--- config.mk ---
export PLATFORM = sky130hd
export DESIGN_NAME = reset_sequencer
export DESIGN_NICKNAME = d
export VERILOG_FILES = /design/src/rtl/reset_sequencer.sv
export SDC_FILE = /design/constraint.sdc
export NUM_CORES = 1
export LEC_CHECK = 0
export CORE_MARGIN = 5
export CORE_UTILIZATION = 61
export DETAILED_ROUTE_END_ITERATION = 16
export HOLD_SLACK_MARGIN = 0.05
export PLACE_DENSITY_LB_ADDON = 0.08
export SLEW_MARGIN = 20
export SYNTH_ARGS = -nofsm -noshare
export SYNTH_HDL_FRONTEND = slang
export SYNTH_SLANG_ARGS = --single-unit
--- constraint.sdc ---
create_clock -name clk -period 4.5 [get_ports clk]
set_clock_uncertainty 0.15 [all_clocks]
set_input_delay 0.675 -clock clk [delete_from_list [all_inputs] [get_ports clk]]
set_output_delay 0.675 -clock clk [all_outputs]
set_load 0.02 [all_outputs]
--- src/rtl/reset_sequencer.sv ---
`timescale 1ns/1ps
// reset_sequencer
// ---------------
// Reset generator for a clock domain with several dependent reset domains
// (for example pixel, system and peripheral). Reset is asserted
// asynchronously by arst_n and released synchronously. Release waits for a
// synchronized clock-lock indication, is held for HOLD_CYCLES consecutive
// good cycles, and then drops the per-channel resets one after another,
// GAP_CYCLES idle cycles apart. Losing lock or requesting a soft reset at any
// point after release puts every channel back into reset and restarts
// qualification.
//
// Ports:
//   clk      in   system or pixel clock
//   arst_n   in   asynchronous reset, active-low
//   locked   in   clock-wizard lock, asynchronous to clk
//   soft_rst in   synchronous reset request, active-high
//   srst     out  per-channel synchronous reset, active-high; srst[0] first
//   ready    out  high once every channel has been released
module reset_sequencer #(
   parameter int SYNC_STAGES = 2,
   parameter int HOLD_CYCLES = 16,
   parameter int NUM_CH      = 2,
   parameter int GAP_CYCLES  = 4
) (
   input  logic              clk,
   input  logic              arst_n,
   input  logic              locked,
   input  logic              soft_rst,
   output logic [NUM_CH-1:0] srst,
   output logic              ready
);

   localparam int HOLD_W_RAW = $clog2(HOLD_CYCLES + 1);
   localparam int GAP_W_RAW  = $clog2(GAP_CYCLES + 1);
   localparam int IDX_W_RAW  = $clog2(NUM_CH + 1);
   localparam int HOLD_W     = (HOLD_W_RAW < 1) ? 1 : HOLD_W_RAW;
   localparam int GAP_W      = (GAP_W_RAW < 1) ? 1 : GAP_W_RAW;
   localparam int IDX_W      = (IDX_W_RAW < 1) ? 1 : IDX_W_RAW;

   localparam logic [HOLD_W-1:0] HOLD_LAST = HOLD_W'(HOLD_CYCLES - 1);
   localparam logic [GAP_W-1:0]  GAP_LAST  = GAP_W'(GAP_CYCLES);
   localparam logic [IDX_W-1:0]  IDX_LAST  = IDX_W'(NUM_CH - 1);
   localparam logic [NUM_CH-1:0] ALL_ON    = '1;

   typedef enum logic [1:0] {HOLD, RELEASE, RUN} state_t;

   state_t                 state_q, state_d;
   logic [SYNC_STAGES-1:0] rst_sync_q;
   logic [SYNC_STAGES-1:0] lock_sync_q;
   logic                   rst_q;
   logic                   lock_q;
   logic                   qualified;
   logic                   abort;
   logic [HOLD_W-1:0]      hold_cnt_q, hold_cnt_d;
   logic [GAP_W-1:0]       gap_cnt_q, gap_cnt_d;
   logic [IDX_W-1:0]       idx_q, idx_d;
   logic [NUM_CH-1:0]      srst_q, srst_d;
   logic                   ready_q, ready_d;

   // Synchronizer stage: reset-release chain (D tied high) and lock chain,
   // both cleared the moment arst_n falls.
   always_ff @(posedge clk or negedge arst_n) begin
      if (!arst_n) begin
         rst_sync_q  <= '0;
         lock_sync_q <= '0;
      end else begin
         rst_sync_q  <= {rst_sync_q[SYNC_STAGES-2:0], 1'b1};
         lock_sync_q <= {lock_sync_q[SYNC_STAGES-2:0], locked};
      end
   end

   assign rst_q     = rst_sync_q[SYNC_STAGES-1];
   assign lock_q    = lock_sync_q[SYNC_STAGES-1];
   assign qualified = rst_q && lock_q && !soft_rst;
   // Lock loss outranks soft reset, but both lead to the same abort action.
   assign abort     = !lock_q || soft_rst;

   // Sequencing stage: next-state and next-output decode.
   always_comb begin
      state_d    = state_q;
      hold_cnt_d = hold_cnt_q;
      gap_cnt_d  = gap_cnt_q;
      idx_d      = idx_q;
      srst_d     = srst_q;
      ready_d    = ready_q;

      unique case (state_q)
         HOLD: begin
            srst_d    = ALL_ON;
            ready_d   = 1'b0;
            gap_cnt_d = '0;
            idx_d     = '0;
            if (!qualified) begin
               hold_cnt_d = '0;
            end else if (hold_cnt_q == HOLD_LAST) begin
               // Channel 0 drops on the very edge that ends qualification.
               hold_cnt_d = '0;
               srst_d     = ALL_ON << 1;
               idx_d      = IDX_W'(1);
               if (NUM_CH == 1) begin
                  ready_d = 1'b1;
                  state_d = RUN;
               end else begin
                  state_d = RELEASE;
               end
            end else begin
               hold_cnt_d = hold_cnt_q + 1'b1;
            end
         end

         RELEASE: begin
            if (abort) begin
               state_d    = HOLD;
               srst_d     = ALL_ON;
               ready_d    = 1'b0;
               hold_cnt_d = '0;
               gap_cnt_d  = '0;
               idx_d      = '0;
            end else if (gap_cnt_q == GAP_LAST) begin
               gap_cnt_d = '0;
               for (int k = 0; k < NUM_CH; k++) begin
                  if (idx_q == IDX_W'(k)) srst_d[k] = 1'b0;
               end
               idx_d = idx_q + 1'b1;
               if (idx_q == IDX_LAST) begin
                  ready_d = 1'b1;
                  state_d = RUN;
               end
            end else begin
               gap_cnt_d = gap_cnt_q + 1'b1;
            end
         end

         RUN: begin
            if (abort) begin
               state_d    = HOLD;
               srst_d     = ALL_ON;
               ready_d    = 1'b0;
               hold_cnt_d = '0;
               gap_cnt_d  = '0;
               idx_d      = '0;
            end
         end

         default: begin
            state_d = HOLD;
            srst_d  = ALL_ON;
            ready_d = 1'b0;
         end
      endcase
   end

   // Output register stage: every output comes straight from a flop.
   always_ff @(posedge clk or negedge arst_n) begin
      if (!arst_n) begin
         state_q    <= HOLD;
         hold_cnt_q <= '0;
         gap_cnt_q  <= '0;
         idx_q      <= '0;
         srst_q     <= ALL_ON;
         ready_q    <= 1'b0;
      end else begin
         state_q    <= state_d;
         hold_cnt_q <= hold_cnt_d;
         gap_cnt_q  <= gap_cnt_d;
         idx_q      <= idx_d;
         srst_q     <= srst_d;
         ready_q    <= ready_d;
      end
   end

   assign srst  = srst_q;
   assign ready = ready_q;

endmodule

==> impl_metrics.sql, run 1 <==
INSERT INTO impl_metrics (metric_group, metric, value, unit) VALUES
('status', 'outcome', 'complete, no violations', ''),
('setup_path', 'worst_path_max_delay_cell', 'sky130_fd_sc_hd__clkdlybuf4s50_1', ''),
('sta', 'setup-violations-final', '0', ''),
('logic_synthesis', 'synth_fp_nets', '125', ''),
('clock_network', 'cts_buffer_depth', '2', ''),
('drt', 'totalWireLength', '1.83', 'mm'),
('setup_path', 'critPathLaunchType', 'register', ''),
('layout', 'antenna_diode_count', '0', ''),
('setup_path', 'worst-path-buf-inv', '1', ''),
('drt', 'detail_route.first_pass.iterations', '4', ''),
('layout', 'layout.nets', '131', ''),
('layout', 'combined_area_of_the_multi_input_logic_cells', '513', 'um^2'),
('grt', 'grtUsageTotal', '17.6', '%'),
('drt', 'route.detailed.wl_per_inst', '13.7', 'um'),
('logic_synthesis', 'ys_warn_count', '0', ''),
('die', 'fp.dieW', '51.5', 'um'),
('flow_run', 'cap_viol_max_count', '0', ''),
('setup_path', 'delay_heaviest_family_cp', 'buffers and inverters', ''),
('grt', 'grt_start_max_net_pins', '20', ''),
('setup_path', 'cp.arrival', '1420', 'ps'),
('grt', 'overflow', '0', ''),
('sta', 'fin_worst_hold_slack', '209', 'ps'),
('drt', 'route.antenna.remaining_nets', '0', ''),
('clock_network', 'cts.sinks', '19', ''),
('sta', 'timing_max_transition_violations_final', '0', ''),
('pwr', 'finalPower', '268', 'uW'),
('layout', 'fill_cells', '148', ''),
('sta', 'max_freq', '445', 'MHz'),
('setup_path', 'timing.critical_path.required', '3670', 'ps'),
('pwr', 'leakage', '0.000484', 'uW'),
('die', 'die_area', '2650', 'um^2'),
('logic_synthesis', 'synth_flop_cell', 'sky130_fd_sc_hd__dfrtp_1', ''),
('pwr', 'worst_ir_drop_vdd', '0.000191', 'V'),
('grt', 'grt_pass1_vias', '808', ''),
('logic_synthesis', 'postSynthCellCount', '112', ''),
('place', 'dp_worst_setup_slack', '1980', 'ps'),
('clock_network', 'tritoncts_clock_tree', 'done', ''),
('clock_network', 'cts_made_buffers', '3', ''),
('die', 'fp_rows', '15', ''),
('sta', 'worst_slew_pin_slew', '822', 'ps'),
('sta', 'finalSetupTns', '0', 'ps'),
('layout', 'layout.area.seq', '478', 'um^2'),
('logic_synthesis', 'synth-seq-area-share', '45.6', '%'),
('clock_network', 'clock_tree.root_cell', 'sky130_fd_sc_hd__clkbuf_4', ''),
('place', 'numPortBuffers', '6', ''),
('pwr', 'power_density', '236', 'nW/um^2'),
('die', 'io-pin-count', '7', ''),
('drt', 'routed_vias', '788', ''),
('sta', 'fin_ws', '2250', 'ps'),
('drt', 'detailedRoute.firstIterationViolations', '9', ''),
('layout', 'fraction_of_layout_instances_using_a_drive_strength_above_1', '5.98', '%'),
('grt', 'wire_length_of_the_first_global_routing_pass', '3.50', 'mm'),
('die', 'fp.coreArea', '1690', 'um^2'),
('logic_synthesis', 'mappedNetlistArea', '1050', 'um^2'),
('clock_network', 'clock_latency', '290', 'ps'),
('die', 'die_height', '51.5', 'um'),
('drt', 'route.detailed.vias_per_inst', '5.88', ''),
('clock_network', 'postCtsHoldBufs', '0', ''),
('sta', 'timing.max_slew.rel_slack', '45.0', '%'),
('clock_network', 'clk_pin_slew_worst_paths', '100', 'ps'),
('sta', 'final_min_period_over_clock_period', '50.0', '%'),
('logic_synthesis', 'number_of_enable_type_register_cells_in_the_synthesized_netlist', '0', ''),
('setup_path', 'path_max_fanout', '2', ''),
('hold_path', 'min-delay-path-class', 'reg2reg', ''),
('logic_synthesis', 'postSynthAreaPerCell', '9.36', 'um^2'),
('place', 'post-dp-hpwl', '1.38', 'mm'),
('sta', 'timing_hold_violations_final', '0', ''),
('setup_path', 'critical-path-max-stage-delay', '590', 'ps'),
('clock_network', 'number_of_gates_resized_after_cts', '0', ''),
('setup_path', 'crit_path_capture_type', 'output pin', ''),
('clock_network', 'cts_setup_buffers', '0', '');
## report_power, final
group,leakage [uW],internal [uW],total (uW),switching [uW]
combinational,0.000217,4.09,11.4,7.28
clock,0.0000177,33.0,82.3,49.2
sequential,0.000249,173,174,1.51
total,0.000484,210,268,58.0
## cell type report
cell class / instances / share of cell area [%]
multi-input cells: 78 / 45.1
well taps: 17 / 1.87
clock buffers: 3 / 1.98
flip-flops and latches: 19 / 42.0
clock inverters: 1 / 0.440
repair buffers: 6 / 5.28
inverters: 10 / 3.30
## path summary, 6_finish.rpt
path	startpoint	to	slack, ps	cells after the start
worst max-delay path	srst[1]$_DFFE_PN1P_	srst[1]	2250	1
worst min-delay path	lock_sync_q[0]$_DFF_PN0_	lock_sync_q[1]$_DFF_PN0_	210	0
worst max register to register	state_q[1]$_DFFE_PN0P_	idx_q[1]$_DFFE_PN0P_	2630	6
worst min register to register	lock_sync_q[0]$_DFF_PN0_	lock_sync_q[1]$_DFF_PN0_	210	0
max in group asynchronous	arst_n	hold_cnt_q[4]$_DFFE_PN0P_	2990	1
min in group asynchronous	arst_n	gap_cnt_q[1]$_DFFE_PN0P_	700	1
## metrics by stage
stage               std cells  utilization, %
floorplan                 112               -
global placement          130            65.7
detailed placement        130            65.7
CTS                       134            67.3
global route              134            67.3
finish                    134            67.3
## registers in the layout (all words and copies together), names as in the netlist
| name | cells |
|---|---|
| gap_cnt_q | 3 |
| hold_cnt_q | 5 |
| idx_q | 2 |
| lock_sync_q | 2 |
| ready | 1 |
| rst_sync_q | 2 |
| srst | 2 |
| state_q | 2 |
## layer usage
| layer | vias to the layer above | wire (um) | GRT usage (%) |
|---|---|---|---|
| met5 | - | 0 | 0 |
| met4 | 0 | 27 | 8.30 |
| met3 | 4 | 48 | 3.79 |
| met2 | 9 | 868 | 28.4 |
| met1 | 373 | 885 | 22.2 |
| li1 | 402 | - | - |
## cells in the final DEF, fill, tap and decap left out
cell type	Yosys	layout
sky130_fd_sc_hd__a221o_1	1	1
sky130_fd_sc_hd__inv_1	9	9
sky130_fd_sc_hd__mux2i_1	2	2
sky130_fd_sc_hd__conb_1	1	1
sky130_fd_sc_hd__and4b_1	1	1
sky130_fd_sc_hd__nor3_1	1	1
sky130_fd_sc_hd__xor2_1	1	1
sky130_fd_sc_hd__nand2b_1	2	2
sky130_fd_sc_hd__clkdlybuf4s50_1	0	6
sky130_fd_sc_hd__o31a_1	1	1
sky130_fd_sc_hd__or4_1	1	1
sky130_fd_sc_hd__a31oi_1	3	3
sky130_fd_sc_hd__and2b_1	1	1
sky130_fd_sc_hd__nand4_1	4	4
sky130_fd_sc_hd__o32ai_1	1	1
sky130_fd_sc_hd__and2_1	2	2
sky130_fd_sc_hd__or3_1	1	1
sky130_fd_sc_hd__o22a_1	1	1
sky130_fd_sc_hd__a211o_1	1	1
sky130_fd_sc_hd__ha_1	9	9
sky130_fd_sc_hd__nor2_1	2	2
sky130_fd_sc_hd__nor2b_1	1	1
sky130_fd_sc_hd__dfrtp_1	17	17
sky130_fd_sc_hd__inv_2	1	1
sky130_fd_sc_hd__a21o_1	2	2
sky130_fd_sc_hd__a21oi_1	6	6
sky130_fd_sc_hd__o22ai_1	2	2
sky130_fd_sc_hd__clkinv_2	0	1
sky130_fd_sc_hd__a21boi_1	1	1
sky130_fd_sc_hd__nand3_1	7	7
sky130_fd_sc_hd__nand2_1	12	12
sky130_fd_sc_hd__a32oi_1	1	1
sky130_fd_sc_hd__dfstp_2	2	2
sky130_fd_sc_hd__o21ai_0	2	2
sky130_fd_sc_hd__clkbuf_4	0	3
sky130_fd_sc_hd__o21ai_1	8	8
## worst register-to-register path, cell delays in order (launching register included)
cell and delay, ps:
sky130_fd_sc_hd__dfrtp_1 430, sky130_fd_sc_hd__inv_1 80, sky130_fd_sc_hd__ha_1 300, sky130_fd_sc_hd__a21boi_1 200
sky130_fd_sc_hd__o21ai_1 200, sky130_fd_sc_hd__nor2b_1 240, sky130_fd_sc_hd__mux2i_1 210
## cells in the mapped netlist (all sizes together), types with 2 or more instances
| cell | count | share of area [%] |
|---|---|---|
| a21o | 2 | 1.4 |
| a21oi | 6 | 2.9 |
| a31oi | 3 | 1.8 |
| and2 | 2 | 1.2 |
| clkbuf | 4 | 1.4 |
| dfrtp | 17 | 41 |
| dfstp | 2 | 5.0 |
| ha | 9 | 11 |
| inv | 10 | 3.6 |
| mux2i | 2 | 1.9 |
| nand2 | 12 | 4.3 |
| nand2b | 2 | 1.2 |
| nand3 | 7 | 3.3 |
| nand4 | 4 | 2.4 |
| nor2 | 2 | 0.72 |
| o21ai | 10 | 4.8 |
| o22ai | 2 | 1.2 |
## cells by family after synthesis
family	count (synthesis)	share of synthesized area (%)
xor+xnor	1	0.835
simple gates	35	17.2
other cells	1	0.358
compound gates	30	17.9
mux	2	1.91
fa+ha+maj	9	10.7
buf+inv	15	5.49
flops	19	45.6
Power figures use the tool's default switching activity.
==> inputs of run 2 (changes only) <==
Settings changed: CORE_UTILIZATION 61 to 56.
Clock period 4.5 ns to 2.3 ns, I/O delays scaled along.
==> impl_metrics.sql, run 2 (synthesis gave the netlist of run 1 again) <==
INSERT INTO impl_metrics (metric_group, metric, value, unit) VALUES
('pwr', 'leakage', '0.000491', 'uW'),
('status', 'outcome', 'complete, no violations', ''),
('place', 'gp_congestion', '0.900', ''),
('clock_network', 'cts.sinks', '19', ''),
('setup_path', 'worst_path_max_delay_cell', 'sky130_fd_sc_hd__clkdlybuf4s50_1', ''),
('hold_path', 'min-delay-path-class', 'reg2reg', ''),
('sta', 'timing_hold_violations_final', '0', ''),
('die', 'fp.dieW', '53.3', 'um'),
('flow_run', 'cap_viol_max_count', '0', ''),
('sta', 'max_freq', '523', 'MHz'),
('layout', 'antenna_diode_count', '0', ''),
('layout', 'fraction_of_layout_instances_using_a_drive_strength_above_1', '6.72', '%'),
('grt', 'antenna_found_initial', '0', ''),
('clock_network', 'number_of_gates_resized_after_cts', '0', ''),
('setup_path', 'cp.arrival', '1420', 'ps'),
('clock_network', 'cts_made_buffers', '3', ''),
('sta', 'setup-violations-final', '0', ''),
('drt', 'routed_vias', '827', ''),
('die', 'fp_rows', '15', ''),
('layout', 'fill_cells', '156', ''),
('clock_network', 'postCtsHoldBufs', '0', ''),
('grt', 'grt_start_max_net_pins', '20', ''),
('clock_network', 'h-tree-depth', '1', ''),
('sta', 'final_min_period_over_clock_period', '83.2', '%'),
('sta', 'rsz0062_at_grt', 'no', ''),
('setup_path', 'worst-path-buf-inv', '1', ''),
('setup_path', 'delay_heaviest_family_cp', 'buffers and inverters', ''),
('layout', 'layout_commonest_cell', 'sky130_fd_sc_hd__dfrtp_1', ''),
('grt', 'grtUsageTotal', '16.1', '%'),
('clock_network', 'clk_pin_slew_worst_paths', '100', 'ps'),
('die', 'initial_utilization', '60.1', '%'),
('setup_path', 'timing.critical_path.required', '1800', 'ps'),
('clock_network', 'cts_buffer_depth', '2', ''),
('drt', 'detailedRoute.firstIterationViolations', '15', ''),
('pwr', 'worst_ir_drop_vdd', '0.000371', 'V'),
('layout', 'layout.nets', '133', ''),
('drt', 'route.antenna.remaining_nets', '0', ''),
('drt', 'detail_route.drc_violations', '0', ''),
('layout', 'largest_reg_flops', '5', ''),
('drt', 'totalWireLength', '1.86', 'mm'),
('grt', 'overflow', '0', ''),
('layout', 'syn2layout_area_growth', '10.7', '%'),
('setup_path', 'crit_path_capture_type', 'output pin', ''),
('place', 'numPortBuffers', '6', ''),
('die', 'io-pin-count', '7', ''),
('setup_path', 'path_max_fanout', '2', ''),
('sta', 'fin_ws', '387', 'ps'),
('clock_network', 'cts_setup_buffers', '0', ''),
('layout', 'max_flop_register', 'hold_cnt_q', ''),
('setup_path', 'worstPathCellList', 'clkdlybuf4s50_1', ''),
('grt', 'grt_pass1_vias', '809', ''),
('setup_path', 'critPathLaunchType', 'register', ''),
('place', 'post-dp-hpwl', '1.41', 'mm'),
('setup_path', 'critical-path-max-stage-delay', '590', 'ps'),
('sta', 'timing_max_transition_violations_final', '0', ''),
('layout', 'layout_common_cells', '17 x sky130_fd_sc_hd__dfrtp_1, 12 x sky130_fd_sc_hd__nand2_1, 9 x sky130_fd_sc_hd__inv_1, 9 x sky130_fd_sc_hd__ha_1, 8 x sky130_fd_sc_hd__o21ai_1', ''),
('die', 'die_area', '2840', 'um^2'),
('grt', 'wire_length_of_the_first_global_routing_pass', '3.32', 'mm'),
('sta', 'finalSetupTns', '0', 'ps'),
('drt', 'detail_route.first_pass.iterations', '4', ''),
('pwr', 'power_density', '453', 'nW/um^2'),
('clock_network', 'clock_tree.root_cell', 'sky130_fd_sc_hd__clkbuf_4', ''),
('clock_network', 'clock_latency', '290', 'ps'),
('die', 'die_height', '53.3', 'um'),
('die', 'fp.coreArea', '1750', 'um^2'),
('drt', 'route.detailed.vias_per_inst', '5.74', ''),
('place', 'dp_worst_setup_slack', '302', 'ps'),
('sta', 'post-route-min-period', '1910', 'ps'),
('setup_path', 'setup_crit_path_kind', 'reg2out', ''),
('clock_network', 'tritoncts_clock_tree', 'done', ''),
('drt', 'route.detailed.wl_per_inst', '12.9', 'um'),
('layout', 'top_regs', 'hold_cnt_q: 5 flops, gap_cnt_q: 3 flops', '');
[run 2: where the power goes]
group | total (uW) | internal, uW | switching (uW)
sequential | 341 | 338 | 3.08
clock | 160 | 67.3 | 93.1
combinational | 24.3 | 10.1 | 14.2
[run 2: layer usage]
layer  up-vias  GRT usage (%)  routed length [um]
met1       397           18.2                 852
li1        407              -                   -
met2        19           28.4                 914
met4         0           7.23                  27
met3         4           3.38                  66
met5         -              0                   0
[run 2: final timing paths]
check	slack (ps)	end	cells past startpoint	startpoint
max in group asynchronous	1490	srst[1]$_DFFE_PN1P_	2	arst_n
min reg2reg	210	lock_sync_q[1]$_DFF_PN0_	0	lock_sync_q[0]$_DFF_PN0_
max reg2reg	440	hold_cnt_q[3]$_DFFE_PN0P_	5	state_q[0]$_DFFE_PN0P_
max	390	srst[1]	1	srst[1]$_DFFE_PN1P_
min	210	lock_sync_q[1]$_DFF_PN0_	0	lock_sync_q[0]$_DFF_PN0_
min in group asynchronous	240	idx_q[0]$_DFFE_PN0P_	2	arst_n
[run 2: final cells by class]
| cell class | instances | area [um^2] | area share [%] |
|---|---|---|---|
| multi-input combinational | 78 | 513 | 44.2 |
| sequential | 19 | 478 | 41.2 |
| timing repair buffer | 8 | 75.1 | 6.47 |
| inverter | 10 | 37.5 | 3.23 |
| tap | 25 | 31.3 | 2.69 |
| clock buffer | 4 | 26.3 | 2.26 |
[run 2: metrics by stage]
stage          std cells  total power (uW)  instance area [um^2]  hold WS (ps)  utilization [%]
5_1_grt              144               555                  1160           223             66.5
3_3_place_gp         140               372                  1130           182             65.0
6_report             144               526                  1160           205             66.5
2_1_floorplan        112               356                  1050          -101                -
3_5_place_dp         140               373                  1130           186             65.0
4_1_cts              144               535                  1160           210             66.5
==> inputs of run 3 (changes only) <==
Clock period 2.3 ns to 1.9 ns, I/O delays scaled along.
==> impl_metrics.sql, run 3 (synthesis gave the netlist of run 1 again) <==
INSERT INTO impl_metrics (metric_group, metric, value, unit) VALUES
('setup_path', 'worstPathCellList', 'clkdlybuf4s50_1', ''),
('setup_path', 'critPathLaunchType', 'register', ''),
('setup_path', 'startpoint', 'srst[0]$_DFFE_PN1P_', ''),
('sta', 'finalSetupTns', '0', 'ps'),
('sta', 'post-route-min-period', '1860', 'ps'),
('clock_network', 'h-tree-depth', '1', ''),
('drt', 'routed_vias', '830', ''),
('drt', 'detail_route.first_pass.iterations', '6', ''),
('layout', 'fill_cells', '144', ''),
('clock_network', 'clk_pin_slew_worst_paths', '100', 'ps'),
('layout', 'fraction_of_layout_instances_using_a_drive_strength_above_1', '9.76', '%'),
('hold_path', 'min-delay-path-class', 'in2async', ''),
('die', 'die_height', '53.3', 'um'),
('layout', 'largest_reg_flops', '5', ''),
('drt', 'route.detailed.vias_per_inst', '5.61', ''),
('sta', 'rsz0062_at_grt', 'yes', ''),
('layout', 'layout_common_cells', '17 x sky130_fd_sc_hd__dfrtp_1, 12 x sky130_fd_sc_hd__nand2_1, 9 x sky130_fd_sc_hd__inv_1, 9 x sky130_fd_sc_hd__ha_1, 8 x sky130_fd_sc_hd__o21ai_1', ''),
('setup_path', 'critical-path-max-stage-delay', '590', 'ps'),
('grt', 'antenna_found_initial', '0', ''),
('setup_path', 'timing.critical_path.required', '1460', 'ps'),
('setup_path', 'path_max_fanout', '2', ''),
('layout', 'syn2layout_area_growth', '13.8', '%'),
('pwr', 'power_density', '537', 'nW/um^2'),
('grt', 'grtUsageTotal', '17.2', '%'),
('die', 'fp_rows', '15', ''),
('drt', 'detailedRoute.firstIterationViolations', '12', ''),
('drt', 'totalWireLength', '1.95', 'mm'),
('clock_network', 'cts_buffer_depth', '2', ''),
('clock_network', 'clock_tree.root_cell', 'sky130_fd_sc_hd__clkbuf_4', ''),
('sta', 'final_min_period_over_clock_period', '97.7', '%'),
('grt', 'grt_start_max_net_pins', '20', ''),
('die', 'die_area', '2840', 'um^2'),
('sta', 'timing_hold_violations_final', '0', ''),
('place', 'numPortBuffers', '6', ''),
('clock_network', 'cts_setup_buffers', '0', ''),
('status', 'outcome', 'complete, no violations', ''),
('setup_path', 'cp.arrival', '1420', 'ps'),
('flow_run', 'cap_viol_max_count', '0', ''),
('die', 'fp.dieW', '53.3', 'um'),
('clock_network', 'clock_latency', '290', 'ps'),
('pwr', 'leakage', '0.000511', 'uW'),
('clock_network', 'cts.sinks', '19', ''),
('sta', 'fin_ws', '44.0', 'ps'),
('grt', 'wire_length_of_the_first_global_routing_pass', '3.46', 'mm'),
('setup_path', 'worst_path_max_delay_cell', 'sky130_fd_sc_hd__clkdlybuf4s50_1', ''),
('setup_path', 'setup_crit_path_kind', 'reg2out', ''),
('clock_network', 'tritoncts_clock_tree', 'done', ''),
('layout', 'layout_commonest_cell', 'sky130_fd_sc_hd__dfrtp_1', ''),
('place', 'post-dp-hpwl', '1.51', 'mm'),
('setup_path', 'crit_path_capture_type', 'output pin', ''),
('setup_path', 'delay_heaviest_family_cp', 'buffers and inverters', ''),
('drt', 'route.antenna.remaining_nets', '0', ''),
('grt', 'overflow', '0', ''),
('layout', 'layout.nets', '137', ''),
('setup_path', 'worst-path-buf-inv', '1', ''),
('die', 'io-pin-count', '7', ''),
('sta', 'timing_max_transition_violations_final', '0', ''),
('die', 'fp.coreArea', '1750', 'um^2'),
('sta', 'max_freq', '539', 'MHz'),
('setup_path', 'r2r-start', 'state_q[0]$_DFFE_PN0P_', ''),
('pwr', 'worst_ir_drop_vdd', '0.000536', 'V'),
('drt', 'route.detailed.wl_per_inst', '13.2', 'um'),
('layout', 'antenna_diode_count', '0', ''),
('drt', 'detail_route.drc_violations', '0', ''),
('grt', 'grt_pass1_vias', '830', ''),
('layout', 'top_regs', 'hold_cnt_q: 5 flops, gap_cnt_q: 3 flops', ''),
('sta', 'setup-violations-final', '0', ''),
('place', 'dp_worst_setup_slack', '56.6', 'ps'),
('place', 'gp_congestion', '0.806', ''),
('die', 'initial_utilization', '60.1', '%'),
('layout', 'max_flop_register', 'hold_cnt_q', ''),
('clock_network', 'cts_made_buffers', '3', ''),
('clock_network', 'postCtsHoldBufs', '0', '');
[run 3: cell types whose count changed in the layout (fill, tap and decap cells not counted), sizes merged]
| cell | previous run | this run |
|---|---|---|
| buf | 2 | 6 |
| clkdlybuf4s50 | 6 | 5 |
| dlymetal6s2s | 0 | 1 |
[run 3: stage by stage]
stage | total power (uW) | utilization (%) | hold slack, ps | instances | cell area (um^2)
final | 641 | 68.4 | 161 | 148 | 1190
after global routing | 677 | 68.4 | 183 | 148 | 1190
after CTS | 647 | 68.2 | 172 | 148 | 1190
after detailed placement | 453 | 66.7 | 190 | 144 | 1160
after global placement | 452 | 66.7 | 181 | 144 | 1160
after floorplan | 431 | - | -161 | 112 | 1050
[run 3: worst paths after layout]
path | endpoint | slack [ps] | cells after the start
setup / recovery | srst[0] | 40 | 1
hold / removal | gap_cnt_q[1]$_DFFE_PN0P_ | 160 | 2
setup reg to reg | gap_cnt_q[2]$_DFFE_PN0P_ | 100 | 5
hold reg to reg | lock_sync_q[1]$_DFF_PN0_ | 210 | 0
max in group asynchronous | srst[0]$_DFFE_PN1P_ | 1180 | 2
min in group clk | lock_sync_q[1]$_DFF_PN0_ | 210 | 0
[run 3: cell type report]
class	count	area (um^2)	area share, %
multi-input cells	78	513	43.0
flip-flops and latches	19	478	40.0
repair buffers	12	108	9.01
inverters	10	37.5	3.14
well taps	25	31.3	2.62
clock buffers	4	26.3	2.20
[run 3: where the power goes]
part,total [uW],internal [uW],switching (uW)
combinational,31.1,13.6,17.6
sequential,413,410,3.73
clock,196,81.7,114
[run 3: repair_timing]
action	CTS	global route
gates resized for setup	0	1
endpoints found under the hold margin	0	0
endpoints found under the setup margin	0	3
[run 3: metal layers]
layer | part of all wire (%) | vias up | GRT usage [%]
met3 | 4.1 | 8 | 4.23
met2 | 49 | 20 | 29.2
li1 | - | 416 | -
met4 | 3.2 | 0 | 10.2
met5 | 0 | - | 0
met1 | 44 | 386 | 19.0
